$ cat src/rtl/ex_mem_skid_reg_pkg.sv
// rtl/ex_mem_skid_reg_pkg.sv - shared EX/MEM bundle type and constants
package ex_mem_skid_reg_pkg;

    localparam int EX_DATA_W = 16;
    localparam int EX_RD_W   = 4;

    typedef struct packed {
        logic [EX_DATA_W-1:0] result;
        logic                 altb;
        logic [EX_RD_W-1:0]   rd;
        logic                 reg_write;
        logic                 mem_read;
        logic                 mem_write;
        logic [EX_DATA_W-1:0] store_data;
    } ex_mem_bundle_t;

    localparam int BUNDLE_W = $bits(ex_mem_bundle_t);

    // r0 is hardwired to zero, so writes to it are never forwarded
    localparam logic [EX_RD_W-1:0] REG_ZERO = '0;

endpackage

$ cat src/rtl/ex_mem_skid_reg_if.sv
// rtl/ex_mem_skid_reg_if.sv - EX/MEM handshake, forwarding and status signals
interface ex_mem_skid_reg_if
    import ex_mem_skid_reg_pkg::*;
#(
    parameter int DATA_W      = EX_DATA_W,
    parameter int RD_W        = EX_RD_W,
    parameter int STALL_CNT_W = 16
);
    logic              in_valid;
    logic              in_ready;
    logic [DATA_W-1:0] in_result;
    logic              in_altb;
    logic [RD_W-1:0]   in_rd;
    logic              in_reg_write;
    logic              in_mem_read;
    logic              in_mem_write;
    logic [DATA_W-1:0] in_store_data;
    logic              flush;

    logic              out_valid;
    logic              out_ready;
    logic [DATA_W-1:0] out_result;
    logic              out_altb;
    logic [RD_W-1:0]   out_rd;
    logic              out_reg_write;
    logic              out_mem_read;
    logic              out_mem_write;
    logic [DATA_W-1:0] out_store_data;

    logic              fwd_valid;
    logic [RD_W-1:0]   fwd_rd;
    logic [DATA_W-1:0] fwd_data;

    logic [1:0]             occupancy;
    logic [STALL_CNT_W-1:0] stall_cycles;

    modport slave (
        input  in_valid, in_result, in_altb, in_rd, in_reg_write,
               in_mem_read, in_mem_write, in_store_data, flush, out_ready,
        output in_ready, out_valid, out_result, out_altb, out_rd,
               out_reg_write, out_mem_read, out_mem_write, out_store_data,
               fwd_valid, fwd_rd, fwd_data, occupancy, stall_cycles
    );

    modport master (
        output in_valid, in_result, in_altb, in_rd, in_reg_write,
               in_mem_read, in_mem_write, in_store_data, flush, out_ready,
        input  in_ready, out_valid, out_result, out_altb, out_rd,
               out_reg_write, out_mem_read, out_mem_write, out_store_data,
               fwd_valid, fwd_rd, fwd_data, occupancy, stall_cycles
    );

endinterface

$ cat src/rtl/ex_mem_entry.sv
// rtl/ex_mem_entry.sv - one EX/MEM bundle register with valid bit
module ex_mem_entry
    import ex_mem_skid_reg_pkg::*;
(
    input  logic           clk,
    input  logic           rst,
    input  logic           load,
    input  logic           clr,
    input  ex_mem_bundle_t d,
    output logic           valid,
    output ex_mem_bundle_t q
);
    logic           valid_d, valid_q;
    ex_mem_bundle_t data_d, data_q;

    // clear wins over load so a flush also discards a same-cycle capture
    always_comb begin
        valid_d = valid_q;
        data_d  = data_q;
        if (clr) begin
            valid_d = 1'b0;
        end else if (load) begin
            valid_d = 1'b1;
            data_d  = d;
        end
    end

    always_ff @(posedge clk) begin
        if (rst) begin
            valid_q <= 1'b0;
            data_q  <= '0;
        end else begin
            valid_q <= valid_d;
            data_q  <= data_d;
        end
    end

    assign valid = valid_q;
    assign q     = data_q;

endmodule

$ cat src/rtl/ex_mem_skid_reg.sv
// rtl/ex_mem_skid_reg.sv - 2-entry EX/MEM skid register with forwarding tap
module ex_mem_skid_reg
    import ex_mem_skid_reg_pkg::*;
#(
    parameter int DATA_W      = EX_DATA_W,
    parameter int RD_W        = EX_RD_W,
    parameter int STALL_CNT_W = 16
)(
    input  logic            CLK,
    input  logic            Reset,
    ex_mem_skid_reg_if.slave bus
);
    localparam logic [STALL_CNT_W-1:0] STALL_MAX = '1;

    logic                   in_ready_d, in_ready_q;
    logic [STALL_CNT_W-1:0] stall_d, stall_q;

    logic           h_valid, s_valid;
    ex_mem_bundle_t h_q, s_q, in_bundle, h_in;
    logic           push, pop;
    logic           h_load, h_clr, s_load, s_clr;

    always_comb begin
        in_bundle.result     = bus.in_result;
        in_bundle.altb       = bus.in_altb;
        in_bundle.rd         = bus.in_rd;
        in_bundle.reg_write  = bus.in_reg_write;
        in_bundle.mem_read   = bus.in_mem_read;
        in_bundle.mem_write  = bus.in_mem_write;
        in_bundle.store_data = bus.in_store_data;
    end

    assign push = bus.in_valid & in_ready_q;
    assign pop  = h_valid & bus.out_ready;

    // in_ready low means S is full, so push and a valid S never coincide
    always_comb begin
        h_in       = s_valid ? s_q : in_bundle;
        h_load     = (push & (~h_valid | pop)) | (pop & s_valid);
        h_clr      = bus.flush | (pop & ~push & ~s_valid);
        s_load     = push & h_valid & ~pop;
        s_clr      = bus.flush | (pop & s_valid);
        in_ready_d = bus.flush | ~(s_load | (s_valid & ~pop));
        stall_d    = stall_q;
        if (h_valid && !bus.out_ready && stall_q != STALL_MAX) begin
            stall_d = stall_q + 1'b1;
        end
    end

    ex_mem_entry u_head (
        .clk   (CLK),
        .rst   (Reset),
        .load  (h_load),
        .clr   (h_clr),
        .d     (h_in),
        .valid (h_valid),
        .q     (h_q)
    );

    ex_mem_entry u_skid (
        .clk   (CLK),
        .rst   (Reset),
        .load  (s_load),
        .clr   (s_clr),
        .d     (in_bundle),
        .valid (s_valid),
        .q     (s_q)
    );

    always_ff @(posedge CLK) begin
        if (Reset) begin
            in_ready_q <= 1'b1;
            stall_q    <= '0;
        end else begin
            in_ready_q <= in_ready_d;
            stall_q    <= stall_d;
        end
    end

    always_comb begin
        bus.in_ready       = in_ready_q;
        bus.out_valid      = h_valid;
        bus.out_result     = h_q.result;
        bus.out_altb       = h_q.altb;
        bus.out_rd         = h_q.rd;
        bus.out_reg_write  = h_q.reg_write;
        bus.out_mem_read   = h_q.mem_read;
        bus.out_mem_write  = h_q.mem_write;
        bus.out_store_data = h_q.store_data;
        bus.fwd_valid      = h_valid & h_q.reg_write & (h_q.rd != REG_ZERO);
        bus.fwd_rd         = RD_W'(h_q.rd);
        bus.fwd_data       = DATA_W'(h_q.result);
        bus.occupancy      = {1'b0, h_valid} + {1'b0, s_valid};
        bus.stall_cycles   = stall_q;
    end

endmodule

$ cat src/flat_wrapper.sv
// flat-port wrapper written by rule: the top's interface ports become plain ports
module ex_mem_skid_reg_flat import ex_mem_skid_reg_pkg::*;
#(
    parameter int DATA_W      = EX_DATA_W,
    parameter int RD_W        = EX_RD_W,
    parameter int STALL_CNT_W = 16
)
  (CLK, Reset, bus_in_valid, bus_in_result, bus_in_altb, bus_in_rd, bus_in_reg_write, bus_in_mem_read, bus_in_mem_write, bus_in_store_data, bus_flush, bus_out_ready, bus_in_ready, bus_out_valid, bus_out_result, bus_out_altb, bus_out_rd, bus_out_reg_write, bus_out_mem_read, bus_out_mem_write, bus_out_store_data, bus_fwd_valid, bus_fwd_rd, bus_fwd_data, bus_occupancy, bus_stall_cycles);
  ex_mem_skid_reg_if #(.DATA_W(DATA_W), .RD_W(RD_W), .STALL_CNT_W(STALL_CNT_W)) bus_i ();
  input  logic CLK;
  input  logic Reset;
  input wire logic [$bits(bus_i.in_valid)-1:0] bus_in_valid;
  input wire logic [$bits(bus_i.in_result)-1:0] bus_in_result;
  input wire logic [$bits(bus_i.in_altb)-1:0] bus_in_altb;
  input wire logic [$bits(bus_i.in_rd)-1:0] bus_in_rd;
  input wire logic [$bits(bus_i.in_reg_write)-1:0] bus_in_reg_write;
  input wire logic [$bits(bus_i.in_mem_read)-1:0] bus_in_mem_read;
  input wire logic [$bits(bus_i.in_mem_write)-1:0] bus_in_mem_write;
  input wire logic [$bits(bus_i.in_store_data)-1:0] bus_in_store_data;
  input wire logic [$bits(bus_i.flush)-1:0] bus_flush;
  input wire logic [$bits(bus_i.out_ready)-1:0] bus_out_ready;
  output wire logic [$bits(bus_i.in_ready)-1:0] bus_in_ready;
  output wire logic [$bits(bus_i.out_valid)-1:0] bus_out_valid;
  output wire logic [$bits(bus_i.out_result)-1:0] bus_out_result;
  output wire logic [$bits(bus_i.out_altb)-1:0] bus_out_altb;
  output wire logic [$bits(bus_i.out_rd)-1:0] bus_out_rd;
  output wire logic [$bits(bus_i.out_reg_write)-1:0] bus_out_reg_write;
  output wire logic [$bits(bus_i.out_mem_read)-1:0] bus_out_mem_read;
  output wire logic [$bits(bus_i.out_mem_write)-1:0] bus_out_mem_write;
  output wire logic [$bits(bus_i.out_store_data)-1:0] bus_out_store_data;
  output wire logic [$bits(bus_i.fwd_valid)-1:0] bus_fwd_valid;
  output wire logic [$bits(bus_i.fwd_rd)-1:0] bus_fwd_rd;
  output wire logic [$bits(bus_i.fwd_data)-1:0] bus_fwd_data;
  output wire logic [$bits(bus_i.occupancy)-1:0] bus_occupancy;
  output wire logic [$bits(bus_i.stall_cycles)-1:0] bus_stall_cycles;
  assign bus_i.in_valid = bus_in_valid;
  assign bus_i.in_result = bus_in_result;
  assign bus_i.in_altb = bus_in_altb;
  assign bus_i.in_rd = bus_in_rd;
  assign bus_i.in_reg_write = bus_in_reg_write;
  assign bus_i.in_mem_read = bus_in_mem_read;
  assign bus_i.in_mem_write = bus_in_mem_write;
  assign bus_i.in_store_data = bus_in_store_data;
  assign bus_i.flush = bus_flush;
  assign bus_i.out_ready = bus_out_ready;
  assign bus_in_ready = bus_i.in_ready;
  assign bus_out_valid = bus_i.out_valid;
  assign bus_out_result = bus_i.out_result;
  assign bus_out_altb = bus_i.out_altb;
  assign bus_out_rd = bus_i.out_rd;
  assign bus_out_reg_write = bus_i.out_reg_write;
  assign bus_out_mem_read = bus_i.out_mem_read;
  assign bus_out_mem_write = bus_i.out_mem_write;
  assign bus_out_store_data = bus_i.out_store_data;
  assign bus_fwd_valid = bus_i.fwd_valid;
  assign bus_fwd_rd = bus_i.fwd_rd;
  assign bus_fwd_data = bus_i.fwd_data;
  assign bus_occupancy = bus_i.occupancy;
  assign bus_stall_cycles = bus_i.stall_cycles;
  ex_mem_skid_reg #(.DATA_W(DATA_W), .RD_W(RD_W), .STALL_CNT_W(STALL_CNT_W)) u_core (.CLK(CLK), .Reset(Reset), .bus(bus_i));
endmodule
$ cat config.mk
export PLATFORM = sky130hd
export DESIGN_NAME = ex_mem_skid_reg_flat
export DESIGN_NICKNAME = d
export VERILOG_FILES = /design/src/rtl/ex_mem_skid_reg_pkg.sv /design/src/rtl/ex_mem_skid_reg_if.sv /design/src/rtl/ex_mem_entry.sv /design/src/rtl/ex_mem_skid_reg.sv /design/src/flat_wrapper.sv
export SDC_FILE = /design/constraint.sdc
export NUM_CORES = 1
export LEC_CHECK = 0
export CAP_MARGIN = 20
export CORE_MARGIN = 4
export CORE_UTILIZATION = 47
export CTS_CLUSTER_DIAMETER = 80
export DETAILED_ROUTE_END_ITERATION = 8
export GPL_ROUTABILITY_DRIVEN = 0
export HOLD_SLACK_MARGIN = 0.08
export MAX_ROUTING_LAYER = met4
export PLACE_DENSITY = 0.8
export SYNTH_ARGS = -nofsm -noshare
export SYNTH_HDL_FRONTEND = slang
export SYNTH_SLANG_ARGS = --single-unit
$ cat constraint.sdc
create_clock -name CLK -period 2.2 [get_ports CLK]
set_clock_uncertainty 0.2 [all_clocks]
set_input_delay 0.33 -clock CLK [delete_from_list [all_inputs] [get_ports CLK]]
set_output_delay 0.33 -clock CLK [all_outputs]
set_load 0.05 [all_outputs]
==> run metrics <==
outcome=completed; number of diodes=0; final non-filler cell total=697; final wirelength=10,700 um; CTS Hold Bufs=0; Synth Net Count=533; Avg Cell Area, Syn=8.74 sq um; chip height=103 um; H-tree depth=3; min cycle time layout=2.14 ns; vias per inst=5.47; Seq/Total Area, Yosys=46.7%; clk_lat worst skew=0.34 ns; FP Rows=34; crit path cell chain=clkdlybuf4s50_1; leading cell type in the layout, fill and taps excluded=clkdlybuf4s50_1; clk slew on worst S/H paths=0.11 ns; Final period util=97.4%; Worst-Margin Slew=0.526 ns; final setup vio count=0; Distinct cells, synth=38; global route overflow=0; root buf cell=clkbuf_8; Max Buffers Root-to-Sink=2; Buf/Inv on CP=1; Port Buf Inserts=125; Synth area leader=dfxtp_1; max cap viols=0; Synth Cell Area=0.00425 sq mm; Worst EP arrival=1.61 ns; P_leak=1.95 nW; critical path launch point type=flip-flop; worst hold-check path type=in -> reg; Max stage delay on crit path=0.84 ns; yosys warns=0; sw power=0.00117 W; DRC violations left=0; DRT iter0 DRCs=109; Peak VDD IR=0.000435 V; CTS Buf Count=9; share of the synthesized area in the top cell type=46.7%; Top Ports=126; CTS tree=yes; Filler Cells Inserted=723; largest net degree at the start of global routing=53; Final Hold Viols=0; crit-path max FO=6; first-pass GRT wire length=17,100 um; Pwr Total=0.00376 W; Initial Util=48.5%; worst hold margin=0.259 ns; share of cells above drive strength 1=9.85%; Relative slew margins=64.0%; area of the core=0.00876 sq mm; Post-Synthesis Cells=486; most frequent cells in the layout=clkdlybuf4s50_1 (116), dfxtp_1 (89), nand2_1 (88), a21oi_1 (50), nor2_1 (47); initial antenna violation count=0; switching part of the total power=31.0%; post-placement cell count=681; GRT Util Overall=20.7%; part of the power in combinational logic=19.4%; Power Internal=0.00259 W; Synth-to-Final Area Change=35.1%; sequential share of power=50.3%; drt first pass iters=4; count of pins over their slew limit=0; vias in the first global route=3,711; Final Core Density=65.5%; critical path's top delay family=buffers and inverters; RSZ-0062 raised after global routing=no; via count=3,814; nets@finish=631; setup TNS=0 ns; Post-DP HPWL=7550 um; die width=103 um; CP max stage cell=clkdlybuf4s50_1; clock power share=30.3%; Max Fclk=0.466 GHz; routed length per instance=15.3 um; Critical Path RT=1.67 ns; PwrDens=655 mW/mm^2; post-synthesis register bit count=99; Die ar.=0.0106 sq mm; clock sinks=99; dominant cells by area after synthesis=dfxtp_1 (47%), mux2i_1 (9.9%), nand2_1 (7.8%), a211oi_1 (7.4%), a21oi_1 (5.9%); Worst Setup End Kind=output pin; antenna violation net count after detailed routing=0; Setup CP Type=reg -> out
## power by group through the flow
stage                     registers (W)  clock network, W  logic, W
final                           0.00189           0.00114  0.000728
after global routing            0.00190           0.00125  0.000770
after CTS                       0.00189           0.00116  0.000733
after detailed placement        0.00193                 0  0.000732
after global placement          0.00193                 0  0.000720
after floorplan                 0.00211                 0  0.000290
## synth_stat cells (all sizes together)
cell     count
a41oi        1
nor2b        1
and4         2
a31oi        1
o21ai        4
o31ai        6
or3          5
nand4        3
nand3b       1
a311oi       2
nand2b       3
clkbuf      28
nand3        5
nor2        47
inv          5
a2111oi      1
buf         27
or4          5
nor3         6
a21oi       50
nor4         5
dfxtp       99
mux2i       42
o31a         1
o21a         1
nand4b       1
mux2         1
nand2       88
a211oi      42
a221oi       1
ha           2
## layer usage
| metal | GRT usage, % | vias up | part of all wire, % |
|---|---|---|---|
| met2 | 35.5 | 110 | 51 |
| met4 | 7.67 | 0 | 2.0 |
| met5 | - | - | 0 |
| met3 | 3.92 | 16 | 5.8 |
| li1 | - | 1886 | - |
| met1 | 24.0 | 1802 | 41 |
## path summary, 6_finish.rpt
path / from / cells past startpoint / slack [ns] / endpoint
setup / recovery: u_core.bus.stall_cycles[13]$_SDFFE_PP0P_ / 1 / 0.06 / bus_stall_cycles[13]
hold / removal: Reset / 2 / 0.26 / u_core.bus.stall_cycles[10]$_SDFFE_PP0P_
setup reg to reg: u_core.bus.stall_cycles[6]$_SDFFE_PP0P_ / 4 / 0.19 / u_core.bus.stall_cycles[15]$_SDFFE_PP0P_
hold reg to reg: u_core.u_skid.q[3]$_SDFFE_PP0P_ / 2 / 0.26 / u_core.u_skid.q[3]$_SDFFE_PP0P_
## through the flow
stage	worst slack (ns)	area [sq um]
after floorplan	0.00639	4260
after global placement	-0.0733	5540
after detailed placement	-0.168	5540
after CTS	0.00354	5730
after global routing	0.00826	5740
final	0.0562	5740
## flip-flops by register name, indices dropped and copies added (netlist names)
register and count:
u_core.u_skid.valid 1, u_core.u_head.q 40, u_core.u_head.valid 1, u_core.bus.in_ready 1
u_core.u_skid.q 40, u_core.bus.stall_cycles 16
## final cells by class
cell class	instances	area [sq um]	share of cell area [%]
multi-input combinational	327	1970	34.4
sequential	99	1990	34.7
clock buffer	10	138	2.40
clock inverter	6	56.3	0.981
tap	108	135	2.35
timing repair buffer	142	1430	24.8
inverter	5	18.8	0.327
## cell families (layout without fill, tap and decap cells)
kind of cell    count (synthesis)  count (layout)  synth area share (%)
simple gates                  172             172                  18.7
flops                          99              99                  46.7
mux                            43              43                  10.2
fa+ha+maj                       2               2                 0.589
compound gates                110             110                  16.6
buf+inv                        60             163                  7.30
## timing repair
item	4_1_cts	5_1_grt
resized for setup	0	4
endpoints found under the setup margin	0	4
setup buffers	0	0
Power figures use the tool's default switching activity.
